### src/rtl/muldiv_pkg.sv
// -----------------------------------------------------------------------------
// muldiv_pkg
// Shared definitions for the iterative multiply/divide unit: operation
// encodings, FSM state encoding and the divide-by-zero quotient constant.
// No ports (package).
// -----------------------------------------------------------------------------
package muldiv_pkg;

   // op[1:0] encodings
   localparam logic [1:0] OP_MUL  = 2'b00;  // low word of product
   localparam logic [1:0] OP_MULH = 2'b01;  // high word of product
   localparam logic [1:0] OP_DIV  = 2'b10;  // quotient
   localparam logic [1:0] OP_REM  = 2'b11;  // remainder

   // op[2] selects signed operands (only honoured with MULDIV_SIGNED_EN)
   localparam int OP_SIGNED_BIT = 2;
   // op[1] distinguishes divide family from multiply family
   localparam int OP_DIV_BIT    = 1;

   // Quotient returned on divide by zero, signed or unsigned
   localparam logic [31:0] DIVZERO_Q = 32'hFFFF_FFFF;

   typedef enum logic [1:0] {
      IDLE = 2'b00,
      RUN  = 2'b01,
      DONE = 2'b10
   } state_t;

endpackage

### src/rtl/muldiv_step.sv
// -----------------------------------------------------------------------------
// muldiv_step
// Combinational single-iteration datapath shared by multiply and divide.
//   acc      : 2*DATA_WIDTH accumulator (multiply) / {remainder, dividend} (divide)
//   operand  : multiplicand (multiply) / divisor (divide)
//   div_mode : 1 = restoring-division step, 0 = shift-add multiply step
//   acc_next : accumulator after this iteration; in divide mode the LSB is
//              left at 0 and the quotient bit is reported separately
//   q_bit    : quotient bit produced by this divide step (0 in multiply mode)
// -----------------------------------------------------------------------------
module muldiv_step
   import muldiv_pkg::*;
#(
   parameter int DATA_WIDTH = 32
) (
   input  logic [2*DATA_WIDTH-1:0] acc,
   input  logic [DATA_WIDTH-1:0]   operand,
   input  logic                    div_mode,
   output logic [2*DATA_WIDTH-1:0] acc_next,
   output logic                    q_bit
);

   localparam int W = DATA_WIDTH;

   logic [W:0]   sum_s;     // high half plus multiplicand, carry kept
   logic [W:0]   rem_sh_s;  // partial remainder shifted left, pulling next dividend bit
   logic         ge_s;      // trial subtraction succeeds
   logic [W-1:0] sub_s;     // trial remainder; true result always fits W bits when ge_s

   assign sum_s    = {1'b0, acc[2*W-1:W]} + {1'b0, operand};
   assign rem_sh_s = acc[2*W-1:W-1];
   assign ge_s     = (rem_sh_s >= {1'b0, operand});
   assign sub_s    = rem_sh_s[W-1:0] - operand;

   // One iteration of either shift-add multiply or restoring divide
   always_comb begin
      acc_next = acc;
      q_bit    = 1'b0;
      if (div_mode) begin
         q_bit = ge_s;
         if (ge_s) begin
            acc_next = {sub_s, acc[W-2:0], 1'b0};
         end else begin
            acc_next = {rem_sh_s[W-1:0], acc[W-2:0], 1'b0};
         end
      end else begin
         q_bit = 1'b0;
         if (acc[0]) begin
            acc_next = {sum_s, acc[W-1:1]};
         end else begin
            acc_next = {1'b0, acc[2*W-1:1]};
         end
      end
   end

endmodule

### src/rtl/muldiv_unit.sv
// -----------------------------------------------------------------------------
// muldiv_unit
// Iterative multiply/divide execution unit, fixed 33-cycle latency from an
// accepted start to the one-cycle done / write-back pulse.
// Ports:
//   clk, reset         : clock, synchronous active-high reset
//   start, op, rd      : issue request (sampled only while idle), operation,
//                        destination register
//   busA, busB         : multiplicand/dividend, multiplier/divisor
//   busy, done         : handshake status (registered)
//   wb_RegWr, wb_Rw,
//   wb_busW            : register-file write-back request (registered)
// Configuration macro:
//   MULDIV_SIGNED_EN   : when defined, op[2] selects signed operands; when
//                        undefined all operations are unsigned and no
//                        magnitude / sign-correction logic exists.
// -----------------------------------------------------------------------------
module muldiv_unit
   import muldiv_pkg::*;
#(
   parameter int DATA_WIDTH = 32,
   parameter int ADDR_WIDTH = 5
) (
   input  logic                  clk,
   input  logic                  reset,
   input  logic                  start,
   input  logic [2:0]            op,
   input  logic [ADDR_WIDTH-1:0] rd,
   input  logic [DATA_WIDTH-1:0] busA,
   input  logic [DATA_WIDTH-1:0] busB,
   output logic                  busy,
   output logic                  done,
   output logic                  wb_RegWr,
   output logic [ADDR_WIDTH-1:0] wb_Rw,
   output logic [DATA_WIDTH-1:0] wb_busW
);

   localparam int W     = DATA_WIDTH;
   localparam int CNT_W = $clog2(DATA_WIDTH);
   localparam logic [CNT_W-1:0] CNT_LOAD  = CNT_W'(DATA_WIDTH - 1);
   localparam logic [CNT_W-1:0] CNT_ONE   = {{(CNT_W-1){1'b0}}, 1'b1};
   localparam logic [CNT_W-1:0] CNT_ZERO  = {CNT_W{1'b0}};
   localparam logic [W-1:0]     DIVZERO_W = W'(DIVZERO_Q);

   state_t              state_r;
   state_t              state_s;
   logic [CNT_W-1:0]    cnt_r;
   logic [2*W-1:0]      acc_r;
   logic [W-1:0]        operand_r;
   logic [1:0]          op_r;
   logic [ADDR_WIDTH-1:0] rd_r;

   logic                busy_r;
   logic                done_r;
   logic [W-1:0]        res_r;
   logic [ADDR_WIDTH-1:0] rw_r;

   logic                busy_s;
   logic                done_s;
   logic                capture_s;
   logic                last_s;

   logic [W-1:0]        mag_a_s;
   logic [W-1:0]        mag_b_s;

   logic [2*W-1:0]      step_acc_s;
   logic                step_q_s;
   logic [2*W-1:0]      acc_d_s;

   logic [2*W-1:0]      prod_s;
   logic [W-1:0]        quo_raw_s;
   logic [W-1:0]        quo_s;
   logic [W-1:0]        rem_s;
   logic [W-1:0]        result_s;

   // ---------------------------------------------------------------------
   // Operand conditioning: magnitudes and result signs
   // ---------------------------------------------------------------------
`ifdef MULDIV_SIGNED_EN
   logic sgn_a_s;
   logic sgn_b_s;
   logic sgn_a_r;    // remainder takes the dividend's sign
   logic neg_res_r;  // product and quotient sign

   assign sgn_a_s = op[OP_SIGNED_BIT] & busA[W-1];
   assign sgn_b_s = op[OP_SIGNED_BIT] & busB[W-1];
   assign mag_a_s = sgn_a_s ? ({W{1'b0}} - busA) : busA;
   assign mag_b_s = sgn_b_s ? ({W{1'b0}} - busB) : busB;

   // Sign flags captured alongside the operands
   always_ff @(posedge clk) begin
      if (reset) begin
         sgn_a_r   <= 1'b0;
         neg_res_r <= 1'b0;
      end else if (capture_s) begin
         sgn_a_r   <= sgn_a_s;
         neg_res_r <= sgn_a_s ^ sgn_b_s;
      end else begin
         sgn_a_r   <= sgn_a_r;
         neg_res_r <= neg_res_r;
      end
   end
`else
   logic unused_op_sign_s;

   assign unused_op_sign_s = op[OP_SIGNED_BIT];
   assign mag_a_s          = busA;
   assign mag_b_s          = busB;
`endif

   // ---------------------------------------------------------------------
   // FSM: state register / next state / control decode
   // ---------------------------------------------------------------------

   // State register
   always_ff @(posedge clk) begin
      if (reset) begin
         state_r <= IDLE;
      end else begin
         state_r <= state_s;
      end
   end

   // Next-state logic; start is only looked at while idle
   always_comb begin
      state_s = state_r;
      case (state_r)
         IDLE: begin
            if (start) begin
               state_s = RUN;
            end else begin
               state_s = IDLE;
            end
         end
         RUN: begin
            if (cnt_r == CNT_ZERO) begin
               state_s = DONE;
            end else begin
               state_s = RUN;
            end
         end
         DONE:    state_s = IDLE;
         default: state_s = IDLE;
      endcase
   end

   // Control decode; busy/done are next-cycle values fed to output registers
   always_comb begin
      busy_s    = (state_s != IDLE);
      done_s    = (state_s == DONE);
      capture_s = (state_r == IDLE) && start;
      last_s    = (state_r == RUN) && (cnt_r == CNT_ZERO);
   end

   // ---------------------------------------------------------------------
   // Iteration datapath
   // ---------------------------------------------------------------------
   muldiv_step #(
      .DATA_WIDTH (DATA_WIDTH)
   ) u_step (
      .acc      (acc_r),
      .operand  (operand_r),
      .div_mode (op_r[OP_DIV_BIT]),
      .acc_next (step_acc_s),
      .q_bit    (step_q_s)
   );

   // Quotient bit shifts into the vacated LSB; q_bit is 0 for multiply
   assign acc_d_s = {step_acc_s[2*W-1:1], step_acc_s[0] | step_q_s};

   // Capture on issue, iterate while running
   always_ff @(posedge clk) begin
      if (reset) begin
         acc_r     <= {(2*W){1'b0}};
         operand_r <= {W{1'b0}};
         op_r      <= 2'b00;
         rd_r      <= {ADDR_WIDTH{1'b0}};
         cnt_r     <= CNT_ZERO;
      end else if (capture_s) begin
         // divide: accumulator holds the dividend, operand is the divisor;
         // multiply: accumulator holds the multiplier, operand the multiplicand
         if (op[OP_DIV_BIT]) begin
            acc_r     <= {{W{1'b0}}, mag_a_s};
            operand_r <= mag_b_s;
         end else begin
            acc_r     <= {{W{1'b0}}, mag_b_s};
            operand_r <= mag_a_s;
         end
         op_r  <= op[1:0];
         rd_r  <= rd;
         cnt_r <= CNT_LOAD;
      end else if (state_r == RUN) begin
         acc_r <= acc_d_s;
         cnt_r <= cnt_r - CNT_ONE;
      end else begin
         acc_r <= acc_r;
         cnt_r <= cnt_r;
      end
   end

   // ---------------------------------------------------------------------
   // Result formation from the final iteration's accumulator, so the
   // sign-corrected value is registered by the time DONE is visible
   // ---------------------------------------------------------------------
`ifdef MULDIV_SIGNED_EN
   assign prod_s    = neg_res_r ? ({(2*W){1'b0}} - acc_d_s) : acc_d_s;
   assign quo_raw_s = neg_res_r ? ({W{1'b0}} - acc_d_s[W-1:0]) : acc_d_s[W-1:0];
   assign rem_s     = sgn_a_r ? ({W{1'b0}} - acc_d_s[2*W-1:W]) : acc_d_s[2*W-1:W];
`else
   assign prod_s    = acc_d_s;
   assign quo_raw_s = acc_d_s[W-1:0];
   assign rem_s     = acc_d_s[2*W-1:W];
`endif

   // Division by zero forces an all-ones quotient regardless of sign; the
   // remainder already equals the captured dividend in that case
   assign quo_s = (operand_r == {W{1'b0}}) ? DIVZERO_W : quo_raw_s;

   // Select the word requested by the operation
   always_comb begin
      result_s = prod_s[W-1:0];
      case (op_r)
         OP_MUL:  result_s = prod_s[W-1:0];
         OP_MULH: result_s = prod_s[2*W-1:W];
         OP_DIV:  result_s = quo_s;
         OP_REM:  result_s = rem_s;
         default: result_s = prod_s[W-1:0];
      endcase
   end

   // Output registers; write-back data holds until the next completion
   always_ff @(posedge clk) begin
      if (reset) begin
         busy_r <= 1'b0;
         done_r <= 1'b0;
         res_r  <= {W{1'b0}};
         rw_r   <= {ADDR_WIDTH{1'b0}};
      end else begin
         busy_r <= busy_s;
         done_r <= done_s;
         if (last_s) begin
            res_r <= result_s;
            rw_r  <= rd_r;
         end else begin
            res_r <= res_r;
            rw_r  <= rw_r;
         end
      end
   end

   assign busy     = busy_r;
   assign done     = done_r;
   assign wb_RegWr = done_r;
   assign wb_Rw    = rw_r;
   assign wb_busW  = res_r;

endmodule

### config.mk
export PLATFORM = sky130hd
export DESIGN_NAME = muldiv_unit
export DESIGN_NICKNAME = d
export VERILOG_FILES = /design/src/rtl/muldiv_pkg.sv /design/src/rtl/muldiv_step.sv /design/src/rtl/muldiv_unit.sv
export SDC_FILE = /design/constraint.sdc
export NUM_CORES = 1
export LEC_CHECK = 0
export BUFFER_PORTS_ARGS = -buffer_cell sky130_fd_sc_hd__buf_2
export CAP_MARGIN = 30
export CELL_PAD_IN_SITES_DETAIL_PLACEMENT = 1
export CELL_PAD_IN_SITES_GLOBAL_PLACEMENT = 2
export CORE_AREA = 2 2 184 204
export DETAILED_ROUTE_END_ITERATION = 10
export DIE_AREA = 0 0 186 206
export HOLD_SLACK_MARGIN = 0.12
export PLACE_DENSITY_LB_ADDON = 0.1
export SLEW_MARGIN = 20
export SYNTH_ARGS = -nofsm -noshare
export SYNTH_HDL_FRONTEND = slang
export SYNTH_SLANG_ARGS = --single-unit
### constraint.sdc
create_clock -name clk -period 3 [get_ports clk]
set_input_delay 0.45 -clock clk [delete_from_list [all_inputs] [get_ports clk]]
set_output_delay 0.45 -clock clk [all_outputs]
set_load 0.01 [all_outputs]
==> results.toml <==
[timing]
finalCriticalPeriod_ns = 3.177
finalClockSkew_ns = 0.008297
setup_slack_ns = -0.1767
rsz0062_at_grt = "true"
relSlewSlack_pct = 38.84
slew_viol_final = 0
max_freq_mhz = 314.8
hold_viol = 0
tightest_slew_ns = 0.9164
period_share_pct = 105.9
setup_violations = 45
whs_ns = 0.2298

[logic_synthesis]
syn_nets = 1592
synthArstFlopShare_pct = 0
synth_most_common_cell = "dfxtp_1"
yosysWarnings = 0
yosysUniqueCellTypes = 80
syn_area_per_cell_um2 = 7.885
synthesis.area_um2 = 11430
ys_top_cells_by_area = "dfxtp_1 26%, mux2i_1 9.4%, ha_1 7.1%"
synth_edf_count = 0
ys.flop_type = "dfxtp_1"
yosysTopAreaCellShare_pct = 26.09
netlist_instances = 1450
ys_seq_elements = 149
synth_top_area_cell = "dfxtp_1"
seq_area_frac_synth_pct = 26.09
synthTopCellsByCount = "149 x dfxtp_1, 133 x nor2_1, 132 x a21oi_1, 125 x nand2_1, 107 x mux2i_1"

[pwr]
p_total_mw = 7.971
p_per_area_nw_per_um2 = 476.6
peakVddDrop_uv = 416.9
p_leak_nw = 7.211

[place]
dp.final_hpwl_mm = 41.07
pre_cts_slack_ns = -0.5180
port-buffer-count = 113
gp_congestion = 0.9137
place_inst = 2261
placed_area_um2 = 14620

[floorplan]
start_util_pct = 31.26
rows = 74
die_h_um = 206
io_pins = 115
fp.dieW_um = 186
core_area_um2 = 36570
fp.dieArea_um2 = 38320

[clock_tree]
cts_num_sinks = 149
cts_tree = "done"
clk_pin_slew_worst_paths_ns = 0.07
cts.path.max_buffers = 2
postCtsHoldBufs = 0
clk_latency_ns = 0.45
numCtsBuffers = 17
cts_root_buf = "clkbuf_16"
htree_levels = 4

[finish]
num_antenna_cells = 0
finalInstanceArea_um2 = 16720
stdcell_count = 2324
drive_above_1_share_pct = 39.29
final_nets = 1959
fillers = 4376
area_growth_pct = 46.27

[global_route]
grt_use_met1_pct = 39.81
met2_usage_pct = 44.99
grt_busiest_layer = "met2"
use_met3_pct = 2.819
grt_max_degree = 46
grt_usage_pct = 28.02
grt_overflow = 0
first_global_vias = 13223
grt_pass1_wl_mm = 80.55
antenna_found_initial = 1

[routing]
ant_nets = 0
vias = 12771
dr.pass1.iters = 5
wl_per_cell_um = 22.94
drt-total-wl_mm = 53.30
drc = 0
dr.first_iter.drc_count = 654
viasPerCell = 5.495

[outcome]
status = "finished with violations"
violations = "setup timing"

[critical_path]
setup.worst_path.start_class = "register"
endpoint_kind = "register"
arrival_ns = 3.50
path_class = "reg2reg"
path_max_fanout = 3
cp.required_ns = 3.33

[min_path]
hold_path.class = "in2reg"

[job]
maxCapViolations = 0
## kinds of logic after synthesis
logic type      share of synthesized area [%]
flops                                   26.09
xor+xnor                                3.907
mux                                     10.19
simple gates                            16.10
buf+inv                                 5.734
fa+ha+maj                               7.463
compound gates                          30.52
## layer usage
metal,part of all wire (%),vias up
met5,0.024,-
met4,1.9,2
met3,3.5,57
met2,46,269
met1,49,6273
li1,-,6170
## cells in the final DEF (no fill, tap or decap), drive strengths merged, types with 19 or more instances in the layout
| cell | n |
|---|---|
| nand2 | 126 |
| o22ai | 38 |
| a31oi | 25 |
| nand3 | 31 |
| buf | 452 |
| dfxtp | 149 |
| xnor2 | 33 |
| a21o | 26 |
| inv | 60 |
| clkbuf | 20 |
| o21ai | 66 |
| nor3 | 19 |
| a211oi | 54 |
| ha | 65 |
| mux2i | 107 |
| nor2 | 133 |
| a21oi | 132 |
## state kept, by name, summed over array words and instances (netlist names)
name / flops
done: 1
state_r: 2
op_r: 2
acc_r: 64
wb_Rw: 5
operand_r: 32
rd_r: 5
busy: 1
wb_busW: 32
cnt_r: 5
## through the flow
step | setup TNS, ns | utilization [%]
after floorplan | -0.03257 | -
after global placement | -12.71 | 39.98
after global routing | -8.759 | 45.73
final | -2.520 | 45.73
after CTS | -3.271 | 44.32
after detailed placement | -15.33 | 39.98
## worst max-delay path, cell delays in order, from the launching register on
cell       delay (ns)
dfxtp_2          0.33
buf_6            0.12
ha_4             0.23
a2111o_1         0.40
a21o_1           0.21
a31o_4           0.29
a2111oi_4        0.29
buf_4            0.19
buf_6            0.11
nor2_4           0.03
xnor2_2          0.15
a211oi_2         0.09
a311oi_2         0.33
buf_4            0.19
o221ai_2         0.08
## final timing paths
| path | from | to | slack [ns] | cells after the start |
|---|---|---|---|---|
| hold / removal | rd[4] | rd_r[4]$_SDFFE_PP0P_ | 0.23 | 3 |
| setup reg to reg | operand_r[4]$_SDFFE_PP0P_ | wb_busW[26]$_SDFFE_PP0P_ | -0.18 | 14 |
| setup / recovery | operand_r[4]$_SDFFE_PP0P_ | wb_busW[26]$_SDFFE_PP0P_ | -0.18 | 14 |
| hold reg to reg | rd_r[2]$_SDFFE_PP0P_ | rd_r[2]$_SDFFE_PP0P_ | 0.46 | 2 |
## layout make-up
| type | instances | area (um2) | share of cell area, % |
|---|---|---|---|
| flip-flops and latches | 149 | 3039 | 18.17 |
| repair buffers | 454 | 3324 | 19.88 |
| clock buffers | 18 | 429.2 | 2.566 |
| well taps | 494 | 618.1 | 3.696 |
| multi-input cells | 1138 | 8920 | 53.34 |
| clock inverters | 14 | 176.4 | 1.055 |
| inverters | 57 | 216.5 | 1.294 |
## where the power goes
part           switching (mW)  internal [mW]
logic                    1.80           1.54
clock network            1.00           1.32
registers               0.181           2.12
## repair_timing
item / 4_1_cts / 5_1_grt
setup buffers: 14 / 16
resized for setup: 172 / 95
pin swaps: 75 / 80
gates cloned: 1 / 2
endpoints found under the setup margin: 65 / 65
Power figures use the tool's default switching activity.
